==> config.mk <==
export PLATFORM = sky130hd
export DESIGN_NAME = mem_arbiter
export DESIGN_NICKNAME = d
export VERILOG_FILES = /design/src/rtl/mem_arbiter_pkg.sv /design/src/rtl/mem_arbiter.sv
export SDC_FILE = /design/constraint.sdc
export NUM_CORES = 1
export LEC_CHECK = 0
export ABC_AREA = 1
export CAP_MARGIN = 40
export CORE_ASPECT_RATIO = 1.25
export CORE_MARGIN = 10
export CORE_UTILIZATION = 20
export CTS_CLUSTER_DIAMETER = 40
export DETAILED_ROUTE_END_ITERATION = 16
export GPL_TIMING_DRIVEN = 0
export PLACE_DENSITY = 0.75
export SYNTH_ARGS = -nofsm -noshare
export SYNTH_HDL_FRONTEND = slang
export SYNTH_SLANG_ARGS = --single-unit
==> constraint.sdc <==
create_clock -name CLK -period 1.5 [get_ports CLK]
set_input_delay 0.3 -clock CLK [delete_from_list [all_inputs] [get_ports CLK]]
set_output_delay 0.3 -clock CLK [all_outputs]
set_load 0.05 [all_outputs]
==> src/rtl/mem_arbiter_pkg.sv <==
// mem_arbiter_pkg
// Shared types for the core memory path. The package holds the machine word,
// the RAM handshake states and the arbiter FSM states.
package mem_arbiter_pkg;

    typedef logic [31:0] word_t;

    // Handshake reported by the RAM for the request currently presented to it.
    typedef enum logic [1:0] {
        FREE   = 2'd0,
        BUSY   = 2'd1,
        ACCESS = 2'd2,
        ERROR  = 2'd3
    } ramstate_t;

    // Ownership of the shared RAM port.
    typedef enum logic [1:0] {
        IDLE   = 2'd0,
        IGRANT = 2'd1,
        DGRANT = 2'd2,
        FAULT  = 2'd3
    } mem_arb_state_t;

endpackage

==> src/rtl/mem_arbiter.sv <==
// mem_arbiter
// Shares the single RAM port between the instruction cache and the data cache.
// One requester is granted at a time. Its address, store data and enables are
// routed to the RAM. Load data is broadcast to both caches. Each cache's wait
// signal stays high until its own access completes. A RAM ERROR response is
// retried by holding the grant. When more than MAX_RETRY consecutive errors
// occur in one transaction, the arbiter locks into FAULT until reset.
//
// Ports
//   CLK, RST                       clock, asynchronous active-high reset
//   icache_REN, icache_addr        icache fill request
//   dcache_REN, dcache_WEN,
//   dcache_addr, dcache_store      dcache read/write request
//   ram_state, ram_load            RAM handshake and read data
//   ram_REN, ram_WEN,
//   ram_addr, ram_store            RAM request from the current owner
//   icache_wait, dcache_wait       high while the cache's request is pending
//   icache_load, dcache_load       RAM read data
//   mem_error                      sticky fatal RAM error
//
// Configuration
//   MEM_ARBITER_RR_EN  defined: round-robin tie break in IDLE.
//                      undefined: dcache always wins a tie.
module mem_arbiter
    import mem_arbiter_pkg::*;
#(
    parameter int MAX_RETRY = 3,
    parameter int LOG_RETRY = $clog2(MAX_RETRY + 1)
) (
    input  logic      CLK,
    input  logic      RST,
    input  logic      icache_REN,
    input  word_t     icache_addr,
    input  logic      dcache_REN,
    input  logic      dcache_WEN,
    input  word_t     dcache_addr,
    input  word_t     dcache_store,
    input  ramstate_t ram_state,
    input  word_t     ram_load,
    output logic      ram_REN,
    output logic      ram_WEN,
    output word_t     ram_addr,
    output word_t     ram_store,
    output logic      icache_wait,
    output logic      dcache_wait,
    output word_t     icache_load,
    output word_t     dcache_load,
    output logic      mem_error
);

    mem_arb_state_t       state, state_next;
    logic [LOG_RETRY-1:0] retry_cnt, retry_next;
    logic                 i_req, d_req, owner_req;
    logic                 i_done, d_done;
    logic                 pick_d;

    assign i_req     = icache_REN;
    assign d_req     = dcache_REN | dcache_WEN;
    assign owner_req = (state == IGRANT) ? i_req : d_req;
    assign i_done    = (state == IGRANT) && i_req && (ram_state == ACCESS);
    assign d_done    = (state == DGRANT) && d_req && (ram_state == ACCESS);

`ifdef MEM_ARBITER_RR_EN
    // last_d is high when dcache was the most recent owner. On a tie, the
    // other requester wins.
    logic last_d;

    always_ff @(posedge CLK or posedge RST) begin
        if (RST) begin
            last_d <= 1'b1;
        end else if (state == IDLE && state_next == DGRANT) begin
            last_d <= 1'b1;
        end else if (state == IDLE && state_next == IGRANT) begin
            last_d <= 1'b0;
        end
    end

    assign pick_d = ~last_d;
`else
    assign pick_d = 1'b1;
`endif

    always_comb begin
        state_next = state;
        retry_next = retry_cnt;
        unique case (state)
            IDLE: begin
                retry_next = '0;
                if (d_req && (!i_req || pick_d)) begin
                    state_next = DGRANT;
                end else if (i_req) begin
                    state_next = IGRANT;
                end
            end
            IGRANT, DGRANT: begin
                // A dropped request (abort) and a completion both return to
                // IDLE. The one-cycle bubble keeps a still-high request that
                // just completed from being re-granted.
                if (!owner_req || ram_state == ACCESS) begin
                    state_next = IDLE;
                    retry_next = '0;
                end else if (ram_state == ERROR) begin
                    if (retry_cnt == LOG_RETRY'(MAX_RETRY)) begin
                        state_next = FAULT;
                    end else begin
                        retry_next = retry_cnt + LOG_RETRY'(1);
                    end
                end
            end
            FAULT: begin
                state_next = FAULT;
            end
            default: begin
                state_next = IDLE;
            end
        endcase
    end

    always_ff @(posedge CLK or posedge RST) begin
        if (RST) begin
            state     <= IDLE;
            retry_cnt <= '0;
        end else begin
            state     <= state_next;
            retry_cnt <= retry_next;
        end
    end

    // RAM side: the request of the owner only, so nothing reaches the RAM
    // while idle or faulted.
    always_comb begin
        ram_REN   = 1'b0;
        ram_WEN   = 1'b0;
        ram_addr  = '0;
        ram_store = '0;
        unique case (state)
            IGRANT: begin
                ram_REN  = icache_REN;
                ram_addr = icache_addr;
            end
            DGRANT: begin
                ram_REN   = dcache_REN & ~dcache_WEN;
                ram_WEN   = dcache_WEN;
                ram_addr  = dcache_addr;
                ram_store = dcache_store;
            end
            default: begin
            end
        endcase
    end

    assign mem_error   = (state == FAULT);
    assign icache_wait = mem_error | (i_req & ~i_done);
    assign dcache_wait = mem_error | (d_req & ~d_done);
    assign icache_load = ram_load;
    assign dcache_load = ram_load;

endmodule

==> results.json <==
{
  "status": "finished with violations",
  "violations": "setup timing",
  "rr_endpoint": "state[0]$_DFFE_PP0P_",
  "finalClockSkew_ps": 3.25,
  "grt_start_max_net_pins": 11,
  "arrival_ps": 1610,
  "dpl.cell_count": 635,
  "wirelength_um": 11700,
  "rr_worst_depth": 11,
  "first_iter_violations": 52,
  "start_kind": "flop",
  "synth_top_area_share_pct": 29.5,
  "synth_most_common_cell": "nand2_1",
  "clockBufferDepth": 2,
  "hp-class": "input pin to async pin",
  "fp.dieH_um": 121,
  "diodes": 0,
  "p_per_area_nw_per_um2": 1840,
  "grt_pass1_vias": 2957,
  "grtUsageTotal_pct": 17.3,
  "r2r_slack_ps": -170,
  "hpwl_um": 10100,
  "synth_area_um2": 1630,
  "syn_area_per_cell_um2": 5.34,
  "row_count": 36,
  "coreArea_um2": 7880,
  "cp_slowest_cell": "dfrtp_2",
  "slew_violations": 0,
  "io_buffers": 235,
  "maxSlewHeadroom_pct": 63.9,
  "drive_above_1_share_pct": 54.1,
  "path_buf_inv": 5,
  "crit_fanout": 5,
  "finalPower_w": 0.0101,
  "final-hold-violation-count": 0,
  "cts_sinks": 4,
  "ys_top_cells_by_count": "118 x nand2_1, 64 x buf_4, 43 x inv_1",
  "antenna_found_initial": 0,
  "cp_common_cell": "buf_6",
  "async_reset_ff_share_pct": 100,
  "maxCapViolations": 0,
  "viasPerCell": 4.14,
  "ys_ff_latch": 4,
  "vdd_drop_max_mv": 1.25,
  "synthesis.nets": 446,
  "cts_buffers": 3,
  "wire_per_inst_um": 17.8,
  "htreeDepth": 1,
  "synth-edff-count": 0,
  "clock_latency_ps": 210,
  "dr.pass1.iters": 4,
  "cp_data_required_time_ps": 1200,
  "yosys_warnings": 0,
  "end_kind": "output pin",
  "routabilityCongestion": 0.755,
  "grt_pass1_wl_um": 16800,
  "synth_flop_cell": "dfrtp_1",
  "die-area_um2": 12200,
  "start_util_pct": 20.7,
  "yosysSeqAreaShare_pct": 6.14,
  "worst_pin_slew_ps": 540,
  "synth.largest_area_cell": "buf_4",
  "rsz0062_at_grt": "true",
  "p_leak_nw": 2.21,
  "cpPeakStageDelay_ps": 370,
  "post-route-period-util_pct": 127,
  "syn_inst": 305,
  "fin_ws_ps": -409,
  "fin_nets": 707,
  "clockRootBuffer": "clkbuf_8",
  "top_level_ports": 268,
  "route.detailed.drc": 0,
  "finalSetupViolCount": 73,
  "vias": 2729,
  "path_delay_family": "buffers and inverters",
  "ys_top_cells_by_area": "buf_4 29%, nand2_1 27%, a21oi_1 10%, inv_1 9.9%, dfrtp_1 6.1%",
  "timing_worst_setup_path_type": "flop to output pin",
  "stdcell_count": 659,
  "cts_tree": "done",
  "crit_chain": "inv_2, buf_6, ha_4, inv_12, clkbuf_8, a21oi_4, buf_6",
  "cp.depth": 7,
  "die_w_um": 101,
  "ant_nets": 0,
  "ys_types": 22,
  "preCtsSetupSlack_ps": -946,
  "cts.clk_slew.worst_paths_ps": 30,
  "final.min_clock_period_ps": 1910,
  "startpoint": "state[1]$_DFFE_PP0P_",
  "area_delta_synth_final_pct": 236,
  "fmax_mhz": 524,
  "r2r-start": "state[1]$_DFFE_PP0P_",
  "crit_end": "ram_addr[12]",
  "grt_remaining_overflow": 0
}
[routing by layer]
layer | track usage, % | vias up | routed length (µm)
met4 | 1.06 | 0 | 40
met1 | 16.1 | 1231 | 3550
li1 | - | 1363 | -
met3 | 6.72 | 2 | 1440
met2 | 35.1 | 133 | 6680
met5 | 0 | - | 0
[final cells by class]
cell class,instances,area (µm²)
sequential,4,103
buffer,77,711
fill,638,2410
multi-input combinational,178,1400
timing repair buffer,256,2780
tap,95,119
clock buffer,3,41.3
timing repair inverter,1,8.76
inverter,45,310
[power by group]
| group | leakage, nW | internal (W) | switching [W] | total [W] |
|---|---|---|---|---|
| Clock | 0.0216 | 0.000171 | 0.0000508 | 0.000221 |
| Combinational | 2.14 | 0.00400 | 0.00564 | 0.00964 |
| Sequential | 0.0497 | 0.000159 | 0.0000480 | 0.000207 |
[metrics by stage]
step                      area [µm²]  utilization, %  hold slack (ps)  setup TNS, ps
final                           5470            69.4              271         -25560
after global routing            5470            69.4              285         -29150
after CTS                       5320            67.5              278         -24520
after detailed placement        4790            60.7              489         -59360
after global placement          4790            60.7              480         -57350
after floorplan                 2310               -             66.1          -5030
[cell usage in the layout, fill, tap and decap left out, drive strengths merged]
cell type | Yosys | layout
o21ai | 4 | 4
clkdlybuf4s50 | 0 | 163
buf | 73 | 161
clkinvlp | 0 | 33
dlygate4sd2 | 0 | 1
nor2 | 6 | 6
dlymetal6s2s | 0 | 2
inv | 45 | 13
dfrtp | 4 | 4
ha | 6 | 6
a21oi | 33 | 33
or2 | 1 | 1
nand2 | 122 | 122
nand3b | 2 | 2
clkbuf | 5 | 9
nand3 | 4 | 4
[how the worst min path moves through the flow]
stage | cells after the start | slack [ps] | startpoint | to
after floorplan | 1 | 70 | RST | retry_cnt[0]$_DFFE_PP0P_
after global placement | 2 | 480 | retry_cnt[1]$_DFFE_PP0P_ | retry_cnt[1]$_DFFE_PP0P_
after detailed placement | 2 | 490 | retry_cnt[1]$_DFFE_PP0P_ | retry_cnt[1]$_DFFE_PP0P_
after CTS | 2 | 280 | RST | state[0]$_DFFE_PP0P_
after global routing | 2 | 290 | RST | state[1]$_DFFE_PP0P_
final | 2 | 270 | RST | state[1]$_DFFE_PP0P_
[kinds of logic (layout without fill, tap and decap cells)]
kind of cell | after synthesis | after routing | synth area share (%)
fa+ha+maj | 6 | 6 | 4.61
flops | 4 | 4 | 6.14
simple gates | 135 | 135 | 33.6
buf+inv | 123 | 382 | 44.1
compound gates | 37 | 37 | 11.6
[what timing repair did]
item,4_1_cts,5_1_grt
pin swaps,10,4
cloned,5,1
hold buffers,0,0
buffers inserted,14,2
endpoints found under the setup margin,73,75
gates resized for setup,539,38
[flip-flops by register name, indices dropped and copies added (netlist names)]
register   flops
retry_cnt      2
state          2
Note: power is estimated with default switching activity, not from simulation.
==> edit: new RTL, same flow settings <==
Change the parameter `MAX_RETRY` from 3 to 5.
--- a/src/rtl/mem_arbiter.sv
+++ b/src/rtl/mem_arbiter.sv
@@ -24,7 +24,7 @@
 module mem_arbiter
     import mem_arbiter_pkg::*;
 #(
-    parameter int MAX_RETRY = 3,
+    parameter int MAX_RETRY = 5,
     parameter int LOG_RETRY = $clog2(MAX_RETRY + 1)
 ) (
     input  logic      CLK,
Check against the original RTL: not equivalent (a bounded check fails within 10 cycles, from zero or initial values and one cycle with RST high).
==> edit against the unedited design <==
The run still ends with negative setup slack left; routed wire length is 11% higher; worst hold slack better by 8.9 ps; sequential power rose by 7%; synthesized area grew 4.4%; final cell count is 2.6% higher; cell area rose by 4.5%; global-route usage is 0.74 points higher; critical path depth unchanged; utilization down 0.44 points; worst setup slack worse by 8.0 ps; synthesized cell count rose by 3.3%; sequential cell count grew 1; critical path type unchanged; die area grew 3.6%; total power up 4.0%.
==> edit: results (changes against the unedited design) <==
Worst setup path
  – Crit-path max FO: 6 (+1)
  – R2r setup slk: -360 ps (-190 ps)
  – Crit-path slowest cell: dfrtp_1

Global route
  – Met1 Track Usage GR: 15.5% (-0.67 points)
  – GR Util met3: 6.03% (-0.70 points)
  – Vias in the first global route: 2,970 (+0.44%)
  – First-pass GRT wire length: 17,700 um (+5.6%)

STA
  – Final setup margin: -417 ps (-8.04 ps)
  – Setup violations, final: 74 (+1.4%)
  – Worst hold margin: 280 ps (+8.92 ps)

Yosys
  – Post-synthesis cell count: 315 (+3.3%)
  – Unique masters post-synth: 23 (+4.5%)
  – Compound-Gate Fraction of Synth Area: 11.7% (+0.10 points)
  – Commonest cells post-synth: 119 x nand2_1, 64 x buf_4, 46 x inv_1
  – Syn Nets: 457 (+2.5%)

Drt
  – Total Wirelength: 13,000 um (+11%)
  – Met3 wire len: 1340 um (-6.5%)

Pwr
  – Combinational power share: 95.5% (-0.2 points)
  – Total chip power: 10.5 mW (+4.0%)
  – Net Switching: 5.92 mW (+3.1%)

Outcome
  – Status: finished, violations left
  – Failing checks: negative setup slack

Layout
  – Data buffer area share: 63.0% (-0.86 points)
  – FF+latch count: 5 (+1)
  – Final nets: 721 (+2.0%)
  – Diode count: 1 (+1)

Placed design
  – Pre-CTS setup slack: -912 ps (+33.7 ps)
  – DP Cell Count: 647 (+1.9%)

Die
  – FP Rows: 37 (+2.8%)
-- edit: cell types whose count changed after synthesis, sizes merged --
cell / before / now
buf: 73 / 74
clkbuf: 5 / 4
dfrtp: 4 / 5
ha: 6 / 7
inv: 45 / 48
nand2: 122 / 123
nand3b: 2 / 0
nand4: 0 / 1
nor2: 6 / 7
o21ai: 4 / 6
or2: 1 / 2
xor2: 0 / 1
-- edit: worst max-delay path by stage --
stage / from / end / slack [ps] / cells after the start
2_1_floorplan: state[1] / ram_REN / -140 / 5
3_3_place_gp: state[1] / ram_addr[3] / -880 / 7
3_5_place_dp: state[1] / ram_addr[5] / -910 / 7
4_1_cts: state[1] / ram_addr[18] / -410 / 7
5_1_grt: state[0] / ram_REN / -480 / 8
6_report: state[1] / ram_addr[31] / -420 / 7
-- edit: repair_timing --
action / CTS / global route
gates resized for setup: 555 / 42
setup buffers: 14 / 4
cloned: 4 / 3
endpoints found under the setup margin: 74 / 75
pin swaps: 11 / 14
